--- config.mk ---
export PLATFORM = sky130hd
export DESIGN_NAME = decode_reg
export DESIGN_NICKNAME = d
export VERILOG_FILES = /design/src/rtl/decode_reg.sv
export SDC_FILE = /design/constraint.sdc
export NUM_CORES = 1
export LEC_CHECK = 0
export BUFFER_PORTS_ARGS = -buffer_cell sky130_fd_sc_hd__buf_4
export CAP_MARGIN = 20
export CORE_UTILIZATION = 57
export DETAILED_ROUTE_END_ITERATION = 8
export GPL_TIMING_DRIVEN = 0
export MAX_ROUTING_LAYER = met4
export PLACE_DENSITY = 0.85
export SYNTH_ARGS = -nofsm -noshare
export SYNTH_HDL_FRONTEND = slang
export SYNTH_SLANG_ARGS = --single-unit
--- constraint.sdc ---
create_clock -name clk -period 11.2 [get_ports clk]
set_input_delay 1.12 -clock clk [delete_from_list [all_inputs] [get_ports clk]]
set_output_delay 1.12 -clock clk [all_outputs]
set_load 0.02 [all_outputs]
--- src/rtl/decode_reg.sv ---
// Fetch-to-decode pipeline register with a one-entry skid buffer and field split.
// Optional load-use bubble insertion is enabled with the DECODE_LOAD_USE_EN macro.
module decode_reg #(
    parameter logic [31:0] RESET_PC = 32'h0000_0000
) (
    input  logic        clk,
    input  logic        rst,
    input  logic        if_valid,
    input  logic [31:0] if_instr,
    input  logic [31:0] if_pc,
    output logic        if_ready,
    input  logic        stall,
    input  logic        flush,
    output logic        id_valid,
    output logic [31:0] id_instr,
    output logic [31:0] id_pc_plus4,
    output logic [5:0]  id_opcode,
    output logic [5:0]  id_funct,
    output logic [4:0]  id_rs,
    output logic [4:0]  id_rt,
    output logic [4:0]  id_rd,
    output logic [4:0]  id_shamt,
    output logic [15:0] id_imm,
    output logic        id_sign_ext_imm,
    output logic        load_use_bubble
);

    typedef enum logic {
        SKID_EMPTY,
        SKID_FULL
    } skid_state_e;

    skid_state_e skidState_q, skidState_d;
    logic [31:0] skidInstr_q, skidInstr_d;
    logic [31:0] skidPc_q, skidPc_d;
    logic        idValid_q, idValid_d;
    logic [31:0] idInstr_q, idInstr_d;
    logic [31:0] idPcPlus4_q, idPcPlus4_d;
    logic        accept;
    logic        hazard;

    assign if_ready = (skidState_q == SKID_EMPTY);
    assign accept   = if_valid && if_ready;

`ifdef DECODE_LOAD_USE_EN
    logic [31:0] nextInstr;
    logic        nextAvail;
    logic        heldIsLoad;

    // The instruction that would enter decode next: skid has priority over fetch.
    assign nextInstr  = (skidState_q == SKID_FULL) ? skidInstr_q : if_instr;
    assign nextAvail  = (skidState_q == SKID_FULL) || accept;
    assign heldIsLoad = (idInstr_q[31:26] >= 6'h20) && (idInstr_q[31:26] <= 6'h25);
    assign hazard     = idValid_q && heldIsLoad && (idInstr_q[20:16] != 5'd0) && nextAvail &&
                        ((nextInstr[25:21] == idInstr_q[20:16]) ||
                         (nextInstr[20:16] == idInstr_q[20:16]));
`else
    assign hazard = 1'b0;
`endif

    always_comb begin
        skidState_d     = skidState_q;
        skidInstr_d     = skidInstr_q;
        skidPc_d        = skidPc_q;
        idValid_d       = idValid_q;
        idInstr_d       = idInstr_q;
        idPcPlus4_d     = idPcPlus4_q;
        load_use_bubble = 1'b0;

        if (flush) begin
            idValid_d   = 1'b0;
            skidState_d = SKID_EMPTY;
        end else if (stall) begin
            if (accept) begin
                skidInstr_d = if_instr;
                skidPc_d    = if_pc;
                skidState_d = SKID_FULL;
            end
        end else if (hazard) begin
            // Bubble decode but keep the dependent instruction for the next cycle.
            idValid_d       = 1'b0;
            load_use_bubble = 1'b1;
            if (accept) begin
                skidInstr_d = if_instr;
                skidPc_d    = if_pc;
                skidState_d = SKID_FULL;
            end
        end else if (skidState_q == SKID_FULL) begin
            idValid_d   = 1'b1;
            idInstr_d   = skidInstr_q;
            idPcPlus4_d = skidPc_q + 32'd4;
            skidState_d = SKID_EMPTY;
        end else if (accept) begin
            idValid_d   = 1'b1;
            idInstr_d   = if_instr;
            idPcPlus4_d = if_pc + 32'd4;
        end else begin
            idValid_d = 1'b0;
        end
    end

    always_ff @(posedge clk or posedge rst) begin
        if (rst) begin
            skidState_q <= SKID_EMPTY;
            skidInstr_q <= 32'd0;
            skidPc_q    <= 32'd0;
            idValid_q   <= 1'b0;
            idInstr_q   <= 32'd0;
            idPcPlus4_q <= RESET_PC;
        end else begin
            skidState_q <= skidState_d;
            skidInstr_q <= skidInstr_d;
            skidPc_q    <= skidPc_d;
            idValid_q   <= idValid_d;
            idInstr_q   <= idInstr_d;
            idPcPlus4_q <= idPcPlus4_d;
        end
    end

    assign id_valid    = idValid_q;
    assign id_instr    = idInstr_q;
    assign id_pc_plus4 = idPcPlus4_q;
    assign id_opcode   = idInstr_q[31:26];
    assign id_rs       = idInstr_q[25:21];
    assign id_rt       = idInstr_q[20:16];
    assign id_rd       = idInstr_q[15:11];
    assign id_shamt    = idInstr_q[10:6];
    assign id_funct    = idInstr_q[5:0];
    assign id_imm      = idInstr_q[15:0];

    // Logical immediates (ANDI/ORI/XORI/LUI, opcodes 0x0C-0x0F) are zero extended.
    assign id_sign_ext_imm = (idInstr_q[31:28] != 4'b0011);

endmodule

==> results_dict.tcl, run 1 <==
set metrics [dict create \
    max-slew-margin-rel_pct 32.70 \
    grt_pass1_vias 5749 \
    syn_area_mm2 0.006748 \
    synth_edf_count 0 \
    min_period_ns 3.726 \
    worst_setup_path_start_kind "flop" \
    cts.sinks 130 \
    timing.rr.start "skidState_q$_DFFE_PP0P_" \
    layout_commonest_cell "buf_4" \
    synth_ff_type "dfrtp_1" \
    fin_skew_ns 0.007077 \
    pin_count 185 \
    hold_viol 0 \
    crit_type "reg2reg" \
    setup_viol 0 \
    layout-drive-gt1-share_pct 42.26 \
    worstPathArrival_ns 4.05 \
    hold_depth 2 \
    rows 39 \
    r2r_cells 12 \
    drc 0 \
    htreeDepth 4 \
    nets 897 \
    post_cts_resized 0 \
    die_h_um 110.8 \
    hold_class "reg2reg" \
    cts_tree "done" \
    async_reset_ff_share_pct 100.0 \
    required_ns 11.53 \
    die_area_mm2 0.01228 \
    drtAntennaViolNets 0 \
    cts_hold_buf 0 \
    grt_usage_pct 30.91 \
    die_x_um 110.8 \
    status "finished, final reports clean" \
    ys_seq_area_share_pct 48.21 \
    syn_area_per_cell_um2 10.81 \
    post_cts_buffers 0 \
    ctsLongestPathBuffers 2 \
    synth.area.mux_share_pct 20.56 \
    synth-simple-area-share_pct 12.96 \
    synth-seq-cells 130 \
    final_cell_mix "buf_4 (234), dfrtp_1 (130), nand2_1 (84), mux2_2 (69), mux2i_1 (61)" \
    antenna_found_initial 0 \
    viasPerCell 5.847 \
    synth_adder_area_share_pct 0.1854 \
    p_leak_nw 4.218 \
    fin_crit_sh_pct 33.26 \
    worstMarginPinSlew_ns 1.002 \
    insertion_delay_ns 0.42 \
    portBuffers 183 \
    cts_root_buf "clkbuf_16" \
    grt_max_degree 76 \
    firstDrtPassIters 5 \
    start_util_pct 58.84 \
    layout-area-overhead-vs-synth_pct 33.43 \
    vias 5748 \
    core-area_mm2 0.01147 \
    power_density_mw_per_mm2 192.4 \
    synth-xor-area-share_pct 2.077 \
    rsz0062_at_grt "false" \
    report.final.slew_viol_count 0 \
    wl_per_cell_um 18.27 \
    grt_overflow_total 0 \
    routabilityCongestion 0.9191 \
    synth_compound_area_share_pct 7.955 \
    antennaDiodeCount 0 \
    ys_warn_count 0 \
    crit_path_start "skidState_q$_DFFE_PP0P_" \
    drtIter0Drc 379 \
    synth_top_family_by_area "multiplexers" \
    dp_hpwl_um 12840 \
    synth_cell_types 48 \
    syn_inst 624 \
    fmax_mhz 268.4 \
    grt_pass1_wl_um 28900 \
    peakVddDrop_v 0.0001261 \
    endpoint_kind "flop" \
    syn_nets 694 \
    tns_ns 0 \
    crit_path_max_fanout 10 \
    cap_violations 0 \
    cts_made_buffers 17 \
    clkTransAtPathRegs_ns 0.06 \
    wirelength_um 17960 \
    finalPower_mw 1.732 \
    hp-start "id_pc_plus4[3]$_DFFE_PP0P_" \
]
==> cell type report <==
type	count	area [um2]
repair buffers	184	1401
flip-flops and latches	130	3253
clock buffers	20	466.7
plain buffers	84	531.8
multi-input cells	408	2955
inverters	2	12.51
well taps	143	178.9
fillers	733	2464
clock inverters	12	203.9
==> worst max-delay path: stages, from the launching register on <==
cell and delay, ns:
dfrtp_1 0.34, buf_6 0.13, buf_4 0.19, buf_2 0.28, clkbuf_1 0.44, buf_2 0.42, mux2_2 0.24, ha_1 0.29
nand4b_1 0.18, nand2_1 0.17, nand4_1 0.33, o31a_1 0.41, o31ai_1 0.21
==> layer usage <==
metal / track usage [%] / routed length [um] / up-vias
met5: - / 0 / -
met4: 10.58 / 408 / 0
met3: 7.326 / 1114 / 40
met2: 52.30 / 9285 / 274
met1: 36.18 / 7146 / 2856
li1: - / - / 2578
==> state kept, by name, indices dropped and copies added (netlist names) <==
register and flops:
id_instr 32, skidPc_q 32, skidInstr_q 32, id_valid 1
skidState_q 1, id_pc_plus4 32
==> cells in the mapped netlist (all sizes together), types with 2 or more instances <==
cell type | instances | area share [%]
nand3 | 21 | 1.6
nand2 | 84 | 4.7
nor4 | 3 | 0.28
nor4bb | 2 | 0.30
and4 | 3 | 0.39
o31ai | 5 | 0.56
and3 | 2 | 0.19
o21ai | 53 | 3.9
clkbuf | 13 | 0.72
dfrtp | 130 | 48
nand4 | 10 | 1.0
mux2 | 69 | 12
mux2i | 61 | 9.0
or3 | 2 | 0.19
inv | 2 | 0.11
a221oi | 2 | 0.26
and2 | 2 | 0.19
a32o | 2 | 0.30
xor2 | 6 | 0.78
a21oi | 6 | 0.45
nand3b | 12 | 1.5
o21a | 3 | 0.33
buf | 71 | 7.2
a22oi | 9 | 1.0
nor3 | 6 | 0.45
a211oi | 2 | 0.22
nor2 | 13 | 0.72
o31a | 2 | 0.26
nand4b | 5 | 0.87
nor2b | 2 | 0.19
xnor2 | 10 | 1.3
==> kinds of logic (layout without fill, tap and decap cells) <==
family	after synthesis	in the layout
compound gates	89	89
xor+xnor	16	16
fa+ha+maj	1	1
buf+inv	86	302
flops	130	130
mux	130	130
other cells	1	1
simple gates	171	171
==> through the flow <==
stage | cell area [um2] | utilization, % | setup WS (ns) | cells | hold WS [ns]
4_1_cts | 9004 | 78.52 | 7.530 | 983 | 0.4894
6_report | 9004 | 78.52 | 7.474 | 983 | 0.4911
5_1_grt | 9004 | 78.52 | 7.155 | 983 | 0.5074
3_3_place_gp | 8300 | 72.38 | 5.270 | 950 | 0.4638
3_5_place_dp | 8333 | 72.67 | 7.551 | 951 | 0.4769
2_1_floorplan | 6748 | - | 6.611 | 624 | 0.4805
==> path summary, 6_finish.rpt <==
path                       slack (ns)                          end
hold reg to reg                  0.49   id_pc_plus4[3]$_DFFE_PP0P_
hold / removal                   0.49   id_pc_plus4[3]$_DFFE_PP0P_
min in group asynchronous        0.75     id_instr[19]$_DFFE_PP0P_
max in group asynchronous        9.71  id_pc_plus4[31]$_DFFE_PP0P_
setup / recovery                 7.47  id_pc_plus4[22]$_DFFE_PP0P_
setup reg to reg                 7.47  id_pc_plus4[22]$_DFFE_PP0P_
==> power breakdown <==
group          internal, mW  switching, mW
clock                 0.413          0.212
combinational         0.232          0.236
sequential            0.564         0.0763
total                  1.21          0.523
Power figures use the tool's default switching activity.
==> run 2, diff against run 1 <==
Settings changed: ABC_AREA set to 1, CORE_UTILIZATION 57 to 48, PLACE_DENSITY 0.85 to 0.76.
Clock period 11.2 ns to 3.1 ns, I/O delays scaled along.
==> run 2 against run 1 <==
  * Critical path type is now reg2out
  * Largest cell class unchanged
  * Highest routed layer unchanged
  * Non-clock buffer count up 2
  * Total power grew to 3.4 times the previous value
  * Core utilization fell by 13 points
  * Combinational power increased to 3.6 times the previous value
  * Critical path depth decreased by 6
  * Count of clock-buffer cells in the layout is 2 higher
  * Register-to-register slack worse by 6.4 ns
  * Global-route usage shrank 4.5 points
  * Sequential power rose to 3.5 times the previous value
==> results_dict.tcl, run 2 <==
set metrics [dict create \
    cap_violations 0 \
    grt_max_degree 42 \
    syn_area_per_cell_um2 8.535 \
    drtAntennaViolNets 0 \
    portBuffers 183 \
    r2r_cells 12 \
    vias 5993 \
    rsz0062_at_grt "false" \
    die_h_um 120.8 \
    hold_class "in2reg" \
    synth_top_area_cell "dfrtp_1" \
    layout-drive-gt1-share_pct 37.75 \
    drtIter0Drc 299 \
    synth_area_leaders "dfrtp_1 (48%), nand2_1 (15%), mux2_2 (9.1%)" \
    grt_pass1_vias 5628 \
    place_ws_ns 1.118 \
    cts.sinks 130 \
    finalPower_mw 5.930 \
    worstPathArrival_ns 2.11 \
    cts_root_buf "clkbuf_16" \
    status "finished, final reports clean" \
    synth_top_area_share_pct 48.01 \
    fmax_mhz 413.0 \
    core-area_mm2 0.01383 \
    path_cells "inv_2, buf_6, buf_6, buf_2, buf_1, buf_4" \
    fin_skew_ns 0.008580 \
    report.final.slew_viol_count 0 \
    final_cell_mix "nand2_1 (270), buf_4 (233), dfrtp_1 (130), nor2_1 (75), mux2_2 (55)" \
    cts_made_buffers 17 \
    dp_hpwl_um 13230 \
    antenna_found_initial 0 \
    wl_per_cell_um 14.87 \
    ys_seq_area_share_pct 48.01 \
    yosysMostFrequentCell "nand2_1" \
    setup_viol 0 \
    pin_count 185 \
    crit_path_max_fanout 10 \
    worst_setup_path_start_kind "flop" \
    syn_nets 864 \
    layout-area-overhead-vs-synth_pct 33.38 \
    hold_viol 0 \
    viasPerCell 5.028 \
    ctsLongestPathBuffers 2 \
    grt_usage_pct 26.39 \
    synth-seq-cells 130 \
    required_ns 2.79 \
    crit_top_cell "buf_6" \
    routabilityCongestion 0.8759 \
    max-slew-margin-rel_pct 61.42 \
    wirelength_um 17730 \
    cts_tree "done" \
    grt_overflow_total 0 \
    synth_ff_type "dfrtp_1" \
    crit_type "reg2out" \
    ys_warn_count 0 \
    htreeDepth 4 \
    layout_commonest_cell "nand2_1" \
    slowest_stage "buf_1" \
    synth.top_cells.by_count "nand2_1 (270), dfrtp_1 (130), nor2_1 (75)" \
    start_util_pct 49.01 \
    rows 43 \
    fin_ws_ns 0.6789 \
    clkTransAtPathRegs_ns 0.06 \
    nets 1070 \
    critPathMaxStageDelay_ns 0.40 \
    worstMarginPinSlew_ns 0.5787 \
    die_area_mm2 0.01460 \
    p_leak_nw 4.519 \
    syn_area_mm2 0.006776 \
    drc 0 \
    min_period_ns 2.421 \
    firstDrtPassIters 7 \
    die_x_um 120.8 \
    power_density_mw_per_mm2 656.1 \
    tns_ns 0 \
    syn_inst 794 \
    grt_pass1_wl_um 28150 \
    endpoint_kind "primary output" \
    synth_cell_types 34 \
    hold_depth 2 \
    fin_crit_sh_pct 78.10 \
    insertion_delay_ns 0.43 \
    peakVddDrop_v 0.0003384 \
    antennaDiodeCount 0 \
    fill_cells 1163 \
    async_reset_ff_share_pct 100.0 \
    synth_edf_count 0 \
]
[run 2: changes by cell type after synthesis, moves of 14 or more]
cell / before / now
mux2i_1: 61 / 0
o21ai_0: 53 / 21
mux2_2: 69 / 55
nand2_1: 84 / 270
nor2_1: 13 / 75
nand2_2: 0 / 15
a31oi_1: 1 / 35
inv_1: 2 / 37
[run 2: final timing paths]
| kind | start | end | slack (ns) |
|---|---|---|---|
| worst max-delay path | skidState_q$_DFFE_PP0P_ | if_ready | 0.68 |
| worst min-delay path | flush | skidState_q$_DFFE_PP0P_ | 0.08 |
| worst max register to register | skidState_q$_DFFE_PP0P_ | id_pc_plus4[30]$_DFFE_PP0P_ | 1.11 |
| worst min register to register | id_pc_plus4[21]$_DFFE_PP0P_ | id_pc_plus4[21]$_DFFE_PP0P_ | 0.48 |
| max in group asynchronous | rst | id_pc_plus4[24]$_DFFE_PP0P_ | 1.85 |
| min in group asynchronous | rst | id_instr[1]$_DFFE_PP0P_ | 0.43 |
[run 2: final cells by class]
| type | instances | area [um2] | area share (%) |
|---|---|---|---|
| timing repair buffer | 187 | 1444 | 15.97 |
| inverter | 39 | 150.1 | 1.661 |
| tap | 180 | 225.2 | 2.492 |
| clock inverter | 9 | 105.1 | 1.163 |
| sequential | 130 | 3253 | 35.99 |
| buffer | 83 | 574.3 | 6.354 |
| clock buffer | 22 | 484.2 | 5.357 |
| multi-input combinational | 542 | 2803 | 31.01 |
[run 2: per-stage QoR]
step	utilization, %	cell area [um2]	hold slack [ns]	cells
6_report	65.37	9039	0.08475	1192
5_1_grt	65.37	9039	0.08058	1192
4_1_cts	65.37	9039	0.07056	1192
3_5_place_dp	61.04	8439	0.3279	1160
3_3_place_gp	60.60	8379	0.4664	1157
2_1_floorplan	-	6780	0.3808	794
[run 2: worst max-delay path: cells and delay by family (launching register included)]
kind	cells	cell delay [ns]
buf+inv	6	1.29
flops	1	0.39
[run 2: timing repair]
item	in CTS	in global routing
buffers inserted	0	0
hold buffers	1	0
setup endpoints to repair	0	0
gates resized for setup	0	0
hold endpoints to repair	14	0
[run 2: logic make-up after synthesis]
| group | Yosys count | synth area share (%) |
|---|---|---|
| other cells | 1 | 0.05534 |
| buf+inv | 122 | 10.64 |
| xor+xnor | 2 | 0.2585 |
| simple gates | 417 | 25.96 |
| flops | 130 | 48.01 |
| fa+ha+maj | 1 | 0.1846 |
| mux | 55 | 9.140 |
| compound gates | 66 | 5.761 |
[run 2: power breakdown]
group          internal (mW)  switching (mW)
Sequential              2.03           0.217
Combinational          0.820           0.869
Clock                   1.26           0.737
Total                   4.11            1.82
[run 2: layer usage]
metal	share of wire (%)	up-vias	track usage [%]
li1	-	2906	-
met1	43	2863	33.22
met2	48	191	40.55
met3	5.8	33	6.085
met4	2.9	0	12.19
met5	0	-	-
==> run 3, diff against run 2 <==
Clock period 3.1 ns to 1.9 ns, I/O delays scaled along.
==> run 3 against run 2 <==
  * Sequential share of layout area down 3.0 points
  * Critical endpoint is now id_pc_plus4[27]$_DFFE_PP0P_
  * Setup slack worse by 0.62 ns
  * Non-clock buffer count up 54
  * Critical path depth up 5
  * Final cell count up 4.5%
  * Total power up 66%
==> results_dict.tcl, run 3 (same netlist as run 2, synthesis figures left out) <==
set metrics [dict create \
    status "finished, final reports clean" \
    grt_pass1_wl_um 29210 \
    p_leak_nw 4.803 \
    fin_skew_ns 0.005610 \
    ctsLongestPathBuffers 2 \
    viasPerCell 5.109 \
    htreeDepth 4 \
    drtAntennaViolNets 0 \
    required_ns 2.21 \
    layout_commonest_cell "nand2_1" \
    power_density_mw_per_mm2 1001 \
    layout-drive-gt1-share_pct 41.74 \
    worstPathArrival_ns 2.15 \
    core-area_mm2 0.01383 \
    dpl_cell_area_mm2 0.008439 \
    timing.hold.ws_ns 0.01434 \
    fmax_mhz 543.1 \
    dp_hpwl_um 13230 \
    grt_usage_pct 27.40 \
    clkTransAtPathRegs_ns 0.06 \
    antennaDiodeCount 0 \
    grt_max_degree 42 \
    p_comb_share_pct 29.8 \
    final_cell_mix "nand2_1 (246), buf_4 (243), dfrtp_1 (129), nor2_1 (60), mux2_2 (55)" \
    drc 0 \
    p_int_mw 6.806 \
    insertion_delay_ns 0.42 \
    fin_crit_sh_pct 96.92 \
    setup_viol 0 \
    drtIter0Drc 365 \
    endpoint_kind "flop" \
    wl_per_cell_um 15.29 \
    cts_root_buf "clkbuf_16" \
    max-slew-margin-rel_pct 64.17 \
    peakVddDrop_v 0.0005094 \
    die_area_mm2 0.01460 \
    final_area_mm2 0.009852 \
    worstMarginPinSlew_ns 0.5374 \
    p_sw_mw 3.055 \
    die_x_um 120.8 \
    clockPowerShare_pct 33.0 \
    antenna_found_initial 0 \
    place_ws_ns -0.08229 \
    sw_frac_of_total_pct 30.98 \
    finalPower_mw 9.861 \
    start_util_pct 49.01 \
    portBuffers 183 \
    firstDrtPassIters 5 \
    grt_pass1_vias 5915 \
    nets 1124 \
    min_period_ns 1.841 \
    die_h_um 120.8 \
    hold_class "in2reg" \
    pin_count 185 \
    layout-area-overhead-vs-synth_pct 45.38 \
    wirelength_um 19060 \
    fill_cells 1069 \
    cts.sinks 130 \
    crit_path_max_fanout 5 \
    crit_type "reg2reg" \
    cts_made_buffers 17 \
    fin_util_pct 71.25 \
    vias 6366 \
    rows 43 \
    routabilityCongestion 0.8759 \
    grt_overflow_total 0 \
    fin_ws_ns 0.05858 \
    seqPwrFrac_pct 37.2 \
    cap_violations 0 \
    report.final.slew_viol_count 0 \
    worst_setup_path_start_kind "flop" \
    hold_viol 0 \
    cts_tree "done" \
    rsz0062_at_grt "true" \
]
[run 3: cell types whose count changed in the layout (fill, tap and decap cells not counted), moves of 8 or more]
cell | previous run | this run
dlygate4sd3_1 | 1 | 42
nand2_1 | 270 | 246
nand2_2 | 15 | 39
nor2_1 | 75 | 60
buf_4 | 233 | 243
nor2_4 | 6 | 16
buf_2 | 18 | 10
[run 3: through the flow]
step | TNS (ns) | instances
finish | 0 | 1246
global route | -0.2662 | 1246
CTS | 0 | 1230
detailed placement | -0.5474 | 1160
global placement | -96.69 | 1157
floorplan | 0 | 794
[run 3: final timing paths]
path	from	endpoint	slack [ns]	cells after the start
setup / recovery	skidState_q$_DFFE_PP0P_	id_pc_plus4[27]$_DFFE_PP0P_	0.06	11
hold / removal	if_instr[22]	skidInstr_q[22]$_DFFE_PP0P_	0.01	2
setup reg to reg	skidState_q$_DFFE_PP0P_	id_pc_plus4[27]$_DFFE_PP0P_	0.06	11
hold reg to reg	id_pc_plus4[21]$_DFFE_PP0P_	id_pc_plus4[21]$_DFFE_PP0P_	0.48	2
max in group asynchronous	rst	id_pc_plus4[24]$_DFFE_PP0P_	0.76	5
min in group asynchronous	rst	id_instr[1]$_DFFE_PP0P_	0.32	3
[run 3: power groups by stage]
stage,Sequential [mW],Clock [mW],Combinational [mW]
finish,3.67,3.26,2.94
floorplan,3.94,0,1.38
global placement,3.68,0,2.71
global route,3.73,3.42,3.15
CTS,3.66,3.30,2.86
detailed placement,3.70,0,2.78
[run 3: final cells by class]
cell class                 instances  area [um2]  area share, %
tap                              180       225.2          2.286
clock inverter                     9       105.1          1.067
clock buffer                      22       484.2          4.915
timing repair buffer             241        1991          20.21
inverter                          39       157.7          1.600
multi-input combinational        542        2995          30.40
sequential                       130        3254          33.03
buffer                            83       639.4          6.490
[run 3: per-layer routing]
metal | vias up | GRT usage, % | share of wire, %
met4 | 0 | 13.35 | 2.9
met3 | 48 | 5.991 | 4.9
met2 | 218 | 42.92 | 49
li1 | 3037 | - | -
met1 | 3063 | 33.73 | 43
met5 | - | - | 0
[run 3: critical path, cell delays in order (launching register included)]
cell	delay [ns]
dfrtp_2	0.41
buf_6	0.14
buf_4	0.11
nand2_1	0.06
nand2_2	0.12
nand2_1	0.10
nor2_4	0.21
nand2_4	0.11
nor2_2	0.18
nand3_1	0.10
nand3_1	0.11
nand2_1	0.07
[run 3: timing repair]
item,CTS,global route
endpoints found under the setup margin,33,88
pin swaps,1,22
gates resized for setup,13,74
setup buffers,0,10
cloned,0,3
hold buffers,39,3
endpoints found under the hold margin,52,3
